--- src/rtl/multiplexor_display_pkg.sv ---
// Shared definitions for the 4-digit multiplexed display: scan states,
// digit count and a one-hot helper for the anode enables.
package multiplexor_display_pkg;

    localparam int NUM_DIGITS = 4;
    localparam int IDX_W      = 2;

    typedef enum logic {
        ST_ON    = 1'b0,
        ST_BLANK = 1'b1
    } state_t;

    function automatic logic [NUM_DIGITS-1:0] one_hot(input logic [IDX_W-1:0] idx);
        one_hot      = '0;
        one_hot[idx] = 1'b1;
    endfunction

endpackage

--- src/rtl/contador_prescaler.sv ---
// Free-running prescaler: counts up from 0, flags when it reaches i_Limite,
// and restarts from 0 on i_Clear.
module contador_prescaler #(
    parameter int WIDTH = 16
) (
    input  logic             i_Clk,
    input  logic             i_Reset,
    input  logic             i_Clear,
    input  logic [WIDTH-1:0] i_Limite,
    output logic             o_Fin
);

    logic [WIDTH-1:0] cnt_q, cnt_d;

    assign o_Fin = (cnt_q == i_Limite);

    always_comb begin
        cnt_d = cnt_q + 1'b1;
        if (i_Clear) begin
            cnt_d = '0;
        end
    end

    // NOTE: state registers use non-blocking assignments so every flop samples
    // the values from before the edge, independent of statement order.
    always_ff @(posedge i_Clk or posedge i_Reset) begin
        if (i_Reset) begin
            cnt_q <= '0;
        end else begin
            cnt_q <= cnt_d;
        end
    end

endmodule

--- src/rtl/multiplexor_display.sv ---
// Time-multiplexed driver for four 7-segment digits with an anode-off guard
// interval, tear-free frame-aligned loading and optional leading-zero blanking.
module multiplexor_display
    import multiplexor_display_pkg::*;
#(
    parameter int CLK_DIV       = 50000,
    parameter int BLANK_CYCLES  = 16,
    parameter bit AN_ACTIVE_LOW = 1'b1
) (
    input  logic        i_Clk,
    input  logic        i_Reset,
    input  logic [15:0] i_Valor,
    input  logic        i_Cargar,
    input  logic        i_Blank_Ceros,
    output logic [3:0]  o_Bits,
    output logic [3:0]  o_Anodos,
    output logic        o_Ocupado
);

    localparam int MAX_CNT   = (CLK_DIV > BLANK_CYCLES) ? CLK_DIV : BLANK_CYCLES;
    localparam int CNT_W     = (MAX_CNT > 1) ? $clog2(MAX_CNT) : 1;
    localparam bit HAS_GUARD = (BLANK_CYCLES != 0);
    localparam logic [CNT_W-1:0] ON_LIM    = CNT_W'(CLK_DIV - 1);
    localparam logic [CNT_W-1:0] BLANK_LIM = CNT_W'(HAS_GUARD ? BLANK_CYCLES - 1 : 0);
    localparam logic [NUM_DIGITS-1:0] AN_RST = AN_ACTIVE_LOW ? 4'b1110 : 4'b0001;

    state_t                  state_q, state_d;
    logic [IDX_W-1:0]        idx_q, idx_d;
    logic [15:0]             shadow_q, shadow_d;
    logic [15:0]             disp_q, disp_d;
    logic                    busy_q, busy_d;
    logic [3:0]              bits_q, bits_d;
    logic [NUM_DIGITS-1:0]   anodes_q, anodes_d;

    logic                    presc_fin;
    logic [CNT_W-1:0]        presc_lim;
    logic                    advance;
    logic                    wrap;
    logic [NUM_DIGITS-1:0]   lit;
    logic [NUM_DIGITS-1:0]   act;

    assign presc_lim = (state_q == ST_ON) ? ON_LIM : BLANK_LIM;

    // Every terminal count is also a state transition, so it doubles as the clear.
    contador_prescaler #(
        .WIDTH (CNT_W)
    ) u_prescaler (
        .i_Clk    (i_Clk),
        .i_Reset  (i_Reset),
        .i_Clear  (presc_fin),
        .i_Limite (presc_lim),
        .o_Fin    (presc_fin)
    );

    // NOTE: every signal written here gets a default first, so no path leaves
    // it unassigned and no latch is inferred.
    always_comb begin
        state_d  = state_q;
        idx_d    = idx_q;
        shadow_d = shadow_q;
        disp_d   = disp_q;
        busy_d   = busy_q;
        advance  = 1'b0;

        if (presc_fin) begin
            if (state_q == ST_ON && HAS_GUARD) begin
                state_d = ST_BLANK;
            end else begin
                state_d = ST_ON;
                advance = 1'b1;
            end
        end

        if (advance) begin
            idx_d = idx_q + 1'b1;
        end
        wrap = advance && (idx_q == IDX_W'(NUM_DIGITS - 1));

        if (wrap && busy_q) begin
            disp_d = shadow_q;
            busy_d = 1'b0;
        end
        // A load on the wrap clock still wins: shadow refills and busy stays set.
        if (i_Cargar) begin
            shadow_d = i_Valor;
            busy_d   = 1'b1;
        end

        // Outputs are computed from next-state values so their flops line up
        // with the state flops without an extra cycle of lag.
        lit = '1;
        if (i_Blank_Ceros) begin
            for (int k = 1; k < NUM_DIGITS; k++) begin
                lit[k] = ((disp_d >> (4 * k)) != '0);
            end
        end
        act      = (state_d == ST_ON) ? (one_hot(idx_d) & lit) : '0;
        anodes_d = AN_ACTIVE_LOW ? ~act : act;
        bits_d   = disp_d[{idx_d, 2'b00} +: 4];
    end

    always_ff @(posedge i_Clk or posedge i_Reset) begin
        if (i_Reset) begin
            state_q  <= ST_ON;
            idx_q    <= '0;
            shadow_q <= '0;
            disp_q   <= '0;
            busy_q   <= 1'b0;
            bits_q   <= 4'h0;
            anodes_q <= AN_RST;
        end else begin
            state_q  <= state_d;
            idx_q    <= idx_d;
            shadow_q <= shadow_d;
            disp_q   <= disp_d;
            busy_q   <= busy_d;
            bits_q   <= bits_d;
            anodes_q <= anodes_d;
        end
    end

    assign o_Bits    = bits_q;
    assign o_Anodos  = anodes_q;
    assign o_Ocupado = busy_q;

endmodule

--- config.mk ---
export PLATFORM = sky130hd
export DESIGN_NAME = multiplexor_display
export DESIGN_NICKNAME = d
export VERILOG_FILES = /design/src/rtl/multiplexor_display_pkg.sv /design/src/rtl/contador_prescaler.sv /design/src/rtl/multiplexor_display.sv
export SDC_FILE = /design/constraint.sdc
export NUM_CORES = 1
export LEC_CHECK = 0
export CAP_MARGIN = 20
export CORE_AREA = 3 3 86 64
export DETAILED_ROUTE_END_ITERATION = 6
export DIE_AREA = 0 0 89 67
export PLACE_DENSITY = 0.77
export SYNTH_ARGS = -nofsm -noshare
export SYNTH_HDL_FRONTEND = slang
export SYNTH_SLANG_ARGS = --single-unit
--- constraint.sdc ---
create_clock -name i_Clk -period 3.3 [get_ports i_Clk]
set_clock_uncertainty 0.1 [all_clocks]
set_input_delay 0.66 -clock i_Clk [delete_from_list [all_inputs] [get_ports i_Clk]]
set_output_delay 0.66 -clock i_Clk [all_outputs]
set_load 0.01 [all_outputs]
==> results of run 1 <==
[kinds of logic after synthesis]
group / count (synthesis) / synth area share (%)
buf+inv: 11 / 1.989
mux: 45 / 19.02
flops: 60 / 58.37
simple gates: 55 / 11.06
xor+xnor: 14 / 5.046
compound gates: 8 / 3.057
fa+ha+maj: 3 / 1.456
[per-layer routing]
| metal | wire (µm) | track usage (%) | vias up |
|---|---|---|---|
| met5 | 0 | 0 | - |
| met4 | 42 | 6.691 | 0 |
| met2 | 1901 | 22.69 | 44 |
| met1 | 2343 | 25.62 | 783 |
| li1 | - | - | 774 |
| met3 | 210 | 5.686 | 5 |
[final timing paths]
path                                      start  cells past startpoint  slack (ns)                   end
max in group asynchronous               i_Reset                      3        1.86           o_Anodos[1]
hold reg to reg            u_prescaler.cnt_q[0]                      1        0.38  u_prescaler.cnt_q[0]
setup / recovery           u_prescaler.cnt_q[0]                      9        0.56           o_Anodos[1]
hold / removal             u_prescaler.cnt_q[0]                      1        0.38  u_prescaler.cnt_q[0]
min in group asynchronous               i_Reset                      2        0.60            disp_q[11]
setup reg to reg           u_prescaler.cnt_q[0]                      9        0.56           o_Anodos[1]
[Yosys cell counts (2+ instances only)]
| cell type | instances |
|---|---|
| nand2_1 | 13 |
| nor4_1 | 6 |
| mux2_2 | 32 |
| dfrtp_1 | 57 |
| nand3_1 | 6 |
| ha_1 | 3 |
| dfstp_2 | 3 |
| nor3_1 | 3 |
| nor2_1 | 14 |
| mux2i_1 | 13 |
| nand4_1 | 5 |
| xnor2_1 | 10 |
| xor2_1 | 3 |
| buf_2 | 2 |
| a21o_1 | 2 |
| inv_1 | 4 |
| or4_1 | 2 |
[final cells by class]
type | count | area share, %
sequential | 60 | 48.24
tap | 57 | 2.285
clock buffer | 11 | 4.210
timing repair buffer | 31 | 10.10
clock inverter | 5 | 1.684
inverter | 6 | 0.7217
multi-input combinational | 125 | 32.76
[registers in the layout, summed over array words and instances (netlist names)]
| register | flops |
|---|---|
| state_q | 1 |
| shadow_q | 16 |
| o_Anodos | 4 |
| idx_q | 2 |
| o_Ocupado | 1 |
| u_prescaler.cnt_q | 16 |
| o_Bits | 4 |
| disp_q | 16 |
[per-stage QoR]
step	hold WS, ns	util, %	worst slack, ns	cell area, µm²
finish	0.3780	66.35	0.5596	3120
global route	0.4075	66.35	0.2820	3120
CTS	0.3831	66.35	0.5366	3120
detailed placement	0.3751	62.44	0.5586	2937
global placement	0.3671	62.44	0.6047	2937
floorplan	0.3547	-	0.5262	2579
[worst register-to-register path, stage by stage, from the launching register on]
cell	delay, ns
dfrtp_1	0.38
ha_1	0.19
nand3_1	0.26
a2111oi_4	0.41
ha_1	0.33
mux2i_1	0.30
clkinv_1	0.28
nor2_1	0.19
nand2_1	0.07
a21o_1	0.15
[cell usage in the layout, fill, tap and decap left out, types with 2 or more instances in the layout]
cell type	n
nand2_1	13
nand4_1	5
xor2_1	3
xnor2_1	10
nand3_1	6
clkdlybuf4s50_1	28
inv_1	3
nor3_1	3
nor4_1	6
clkinv_2	3
clkbuf_8	9
inv_2	2
clkbuf_1	2
dfstp_2	3
dfrtp_1	57
or4_1	2
mux2i_1	13
a21o_1	2
mux2_2	32
buf_4	2
nor2_1	14
ha_1	3
[power groups by stage]
stage          registers, mW  clock network [mW]  logic (mW)
2_1_floorplan          0.778                   0      0.0368
3_3_place_gp           0.783                   0      0.0683
3_5_place_dp           0.784                   0      0.0698
4_1_cts                0.770               0.632      0.0700
5_1_grt                0.772               0.665      0.0754
6_report               0.770               0.610      0.0680
==> reports/results.txt, run 1 <==
Cts repair resizes -> 0
Fmax -> 364.9 MHz
Antenna violations before repair -> 0
P_int -> 1.142 mW
Total Negative Setup Slacks -> 0 ns
CTS Buf Count -> 9
Part of the power in registers -> 53.2%
Avg WL per Cell -> 15.24 µm
Sequential fraction of the synthesis area -> 58.37%
Multi-input combinational cell area -> 0.001022 mm²
Largest net degree at the start of global routing -> 36
Clock Tree Buf Depth -> 2
H-Tree Level Count -> 3
Synthesized flop and latch total -> 60
GR Util All Layers -> 17.16%
DR vias -> 1606
Crit path DAT -> 2.90 ns
CP max-delay cell -> a2111oi_4
CP Class -> flip-flop to flip-flop
Routed WL -> 4497 µm
Mapped Cells -> 196
Clock power share -> 42.1%
Share of layout cells above drive strength 1 -> 24.79%
Fill count -> 362
Worst EP required -> 3.46 ns
Post-placement cell count -> 279
Top cell type's share of synthesized area -> 55.31%
I/O Buffers -> 28
Total Power -> 1.447 mW
CTS tree -> built
Crit path time final -> 2.740 ns
Post-synthesis cell type with the largest combined area -> dfrtp_1
Avg Cell Area, Syn -> 13.16 µm²
N_diodes -> 0
DRC -> 0
Dominant cell type by count on the critical path -> ha_1
Ys Warns -> 0
Crit-path cells -> ha_1 > nand3_1 > a2111oi_4 > ha_1 > mux2i_1 > clkinv_1 > nor2_1 > nand2_1 > a21o_1
Fin cells -> 295
Core area -> 0.004703 mm²
Comb pwr share -> 4.7%
Hpwl dp -> 3237 µm
Initial Utilization -> 54.83%
Setup bufs post-CTS -> 0
Post-Syn Area -> 0.002579 mm²
Worst VDD drop -> 0.0003615 V
Worst slew margin -> 44.35%
Hold_buf cts -> 0
IO Pins -> 29
Reg area -> 0.001505 mm²
Final-report hold violation count -> 0
Worst-margin pin slew -> 0.8322 ns
Final setup vio count -> 0
Area contributors post-synth -> dfrtp_1 55%, mux2_2 14%, mux2i_1 5.0%
Worst setup SP type -> flip-flop
CP max stage delay -> 0.41 ns
Setup crit end kind -> flip-flop
Routed vias/inst -> 5.444
Crit path buf inv count -> 1
Insertion delay to the later sink of the worst-skew pair -> 0.33 ns
DRT Pass-1 Iters -> 4
Core Rows -> 21
Maxcap violations -> 0
# nets final -> 256
Hold Path Class -> flip-flop to flip-flop
Number of global-route vias before repair -> 1520
Synthesis-to-finish area growth -> 21.01%
Most frequently used flop master after synthesis -> dfrtp_1
Final Cycle Share -> 83.04%
Clock Sinks -> 60
FFs w/ async S/R, synth -> 100.0%
Die W -> 89 µm
Global-route wire length before repair -> 7465 µm
Die area -> 0.005963 mm²
Routability cong. -> 0.8219
Reg clk slew, reported paths -> 0.06 ns
Max Slew Vio Count -> 0
Remaining global-route overflow -> 0
RSZ-0062 raised after global routing -> no
Leakage -> 1.390 nW
DRT iter0 DRCs -> 119
Die Height -> 67 µm
NetSw -> 305.8 µW
Post-route ant nets -> 0
Run status -> finished clean
Synth unique cells -> 35
PD cells -> 463.8 mW/mm²
Family with the most delay on the worst path -> compound AO/OA/AOI/OAI gates
Switch share -> 21.13%
Root Buffer -> clkbuf_8
Worst Path Max Fanout -> 6
Post-synth EDFFs -> 0
Post-synth net total -> 219
Note: power is estimated with default switching activity, not from simulation.
==> run 2: changes to the inputs <==
--- a/config.mk
+++ b/config.mk
@@ -6,10 +6,10 @@
 export NUM_CORES = 1
 export LEC_CHECK = 0
 export CAP_MARGIN = 20
-export CORE_AREA = 3 3 86 64
+export CORE_AREA = 3 3 90 67
 export DETAILED_ROUTE_END_ITERATION = 6
-export DIE_AREA = 0 0 89 67
-export PLACE_DENSITY = 0.77
+export DIE_AREA = 0 0 93 70
+export PLACE_DENSITY = 0.73
 export SYNTH_ARGS = -nofsm -noshare
 export SYNTH_HDL_FRONTEND = slang
 export SYNTH_SLANG_ARGS = --single-unit
==> constraint.sdc (replaced) <==
create_clock -name i_Clk -period 2.5 [get_ports i_Clk]
set_clock_uncertainty 0.1 [all_clocks]
set_input_delay 0.5 -clock i_Clk [delete_from_list [all_inputs] [get_ports i_Clk]]
set_output_delay 0.5 -clock i_Clk [all_outputs]
set_load 0.01 [all_outputs]
==> reports/results.txt, run 2 (synthesized netlist as in run 1, its figures left out) <==
IO Pins -> 29 (unchanged)
Remaining global-route overflow -> 0 (unchanged)
Avg WL per Cell -> 14.82 µm (-2.8%)
Antenna violations before repair -> 0 (unchanged)
H-Tree Level Count -> 3 (unchanged)
Crit path DAT -> 2.62 ns (-0.28 ns)
GR Util All Layers -> 16.35% (-0.81 points)
CP max stage delay -> 0.44 ns (+0.03 ns)
Insertion delay to the later sink of the worst-skew pair -> 0.34 ns (about the same)
Switch share -> 22.25% (+1.1 points)
Commonest non-fill, non-tap cell in the layout -> dfrtp_1
Final setup vio count -> 1 (+1)
Worst slew margin -> 63.06% (+19 points)
Worst VDD drop -> 0.0003448 V (-4.6%)
Worst hold margin -> 0.4062 ns (+0.02824 ns)
Most frequent cells in the layout -> 57 x dfrtp_1, 31 x mux2_2, 28 x clkdlybuf4s50_1
Fmax -> 398.5 MHz (+9.2%)
Share of layout cells above drive strength 1 -> 34.38% (+9.6 points)
CP max-delay cell -> a2111oi_4
Die Height -> 70 µm (+4.5%)
Crit path buf inv count -> 1 (unchanged)
Global-route wire length before repair -> 8045 µm (+7.8%)
DRC -> 0 (unchanged)
DRT iter0 DRCs -> 70 (-41%)
Total Power -> 1.977 mW (+37%)
Hold Path Class -> flip-flop to flip-flop
Reg clk slew, reported paths -> 0.07 ns (about the same)
DRT Pass-1 Iters -> 4 (unchanged)
Worst setup SP type -> flip-flop
Final-report hold violation count -> 0 (unchanged)
Hold_buf cts -> 0 (unchanged)
Worst-margin pin slew -> 0.5491 ns (-0.2831 ns)
Worst Path Max Fanout -> 8 (+2)
Hpwl dp -> 3410 µm (+5.4%)
P_int -> 1.537 mW (+35%)
Core Rows -> 22 (+4.8%)
Setup WS pre-CTS -> -0.04205 ns (-0.6007 ns)
Largest net degree at the start of global routing -> 61 (+69%)
Crit path time final -> 2.510 ns (-0.2309 ns)
Worst Slack Setup Final -> -0.009527 ns (-0.5691 ns)
Family with the most delay on the worst path -> multiplexers
Max Slew Vio Count -> 0 (unchanged)
Worst EP required -> 2.62 ns (-0.84 ns)
Routed vias/inst -> 5.046 (-7.3%)
I/O Buffers -> 28 (unchanged)
CTS Buf Count -> 9 (unchanged)
Core area -> 0.005175 mm² (+10%)
Synthesis-to-finish area growth -> 31.64%
Setup crit end kind -> flip-flop
Final Cycle Share -> 100.4% (+17 points)
Maxcap violations -> 0 (unchanged)
Fin util -> 65.59% (-0.75 points)
N_diodes -> 0 (unchanged)
Leakage -> 1.491 nW (+7.3%)
Clock Sinks -> 60 (unchanged)
NetSw -> 439.8 µW (+44%)
Routability cong. -> 0.8594 (+4.6%)
CTS tree -> built
DR vias -> 1655 (+3.1%)
Die W -> 93 µm (+4.5%)
Crit-path cells -> and4b_1 > nand3_1 > a2111oi_4 > ha_4 > nand3_4 > buf_6 > mux2_2 > mux2i_2 > mux2i_1
Root Buffer -> clkbuf_8
RSZ-0062 raised after global routing -> yes
Die area -> 0.006510 mm² (+9.2%)
CP Class -> flip-flop to flip-flop
Routed WL -> 4860 µm (+8.1%)
Post-route ant nets -> 0 (unchanged)
Regs by FF count -> disp_q (16), shadow_q (16), u_prescaler.cnt_q (16)
Run status -> finished with violations
Clock power share -> 44.0% (+1.9 points)
Number of global-route vias before repair -> 1658 (+9.1%)
Failing checks -> negative setup slack
Initial Utilization -> 49.83% (-5.0 points)
Part of the power in registers -> 51.4% (-1.8 points)
Comb pwr share -> 4.6% (about the same)
PD cells -> 582.4 mW/mm² (+26%)
# nets final -> 274 (+7.0%)
Clock Tree Buf Depth -> 2 (unchanged)
Total Negative Setup Slacks -> -0.009527 ns (-0.009527 ns)
run 2: cell types whose count changed in the layout (fill, tap and decap cells not counted), sizes merged:
| cell | before | now |
|---|---|---|
| clkbuf | 11 | 10 |
| buf | 3 | 21 |
| clkinvlp | 1 | 2 |
run 2: layout make-up:
cell class / count / area [µm²]
Fill cell: 396 / 1780
Sequential cell: 60 / 1505
Multi-Input combinational cell: 125 / 1104
Timing Repair Buffer: 49 / 470.5
Clock buffer: 10 / 137.6
Tap cell: 72 / 90.09
Clock inverter: 6 / 63.81
Inverter: 6 / 23.77
run 2: stage by stage:
stage	cell area [µm²]	instances
2_1_floorplan	2639	196
3_3_place_gp	3128	309
3_5_place_dp	3128	309
4_1_cts	3348	327
5_1_grt	3395	328
6_report	3395	328
run 2: path summary, 6_finish.rpt:
check | start | to | slack, ns | depth (start not counted)
hold reg to reg | shadow_q[1] | shadow_q[1] | 0.41 | 1
setup / recovery | state_q | o_Bits[1] | -0.01 | 9
hold / removal | shadow_q[1] | shadow_q[1] | 0.41 | 1
min in group asynchronous | i_Reset | shadow_q[15] | 0.42 | 3
max in group asynchronous | i_Reset | o_Anodos[2] | 1.55 | 3
setup reg to reg | state_q | o_Bits[1] | -0.01 | 9
run 2: metal layers:
layer	part of all wire (%)	wire length (µm)	GRT usage, %
met4	1.4	66	6.341
met1	51	2467	23.84
met3	6.1	297	6.459
met5	0	0	0
met2	42	2028	21.63
run 2: power by group through the flow:
stage	Combinational (mW)	Sequential (mW)	Clock, mW
finish	0.0916	1.02	0.869
global route	0.102	1.02	0.925
CTS	0.0942	1.02	0.888
detailed placement	0.0939	1.03	0
global placement	0.0920	1.03	0
floorplan	0.0493	1.03	0
run 2: timing repair:
item	4_1_cts	5_1_grt
pin swaps	3	1
endpoints found under the setup margin	5	7
gates resized for setup	1	8
buffers inserted	2	1
run 2: worst reg2reg max path, stage by stage (launching register included):
cell       delay (ns)
dfrtp_1          0.40
and4b_1          0.25
nand3_1          0.12
a2111oi_4        0.44
ha_4             0.22
nand3_4          0.08
buf_6            0.15
mux2_2           0.30
mux2i_2          0.19
mux2i_1          0.12
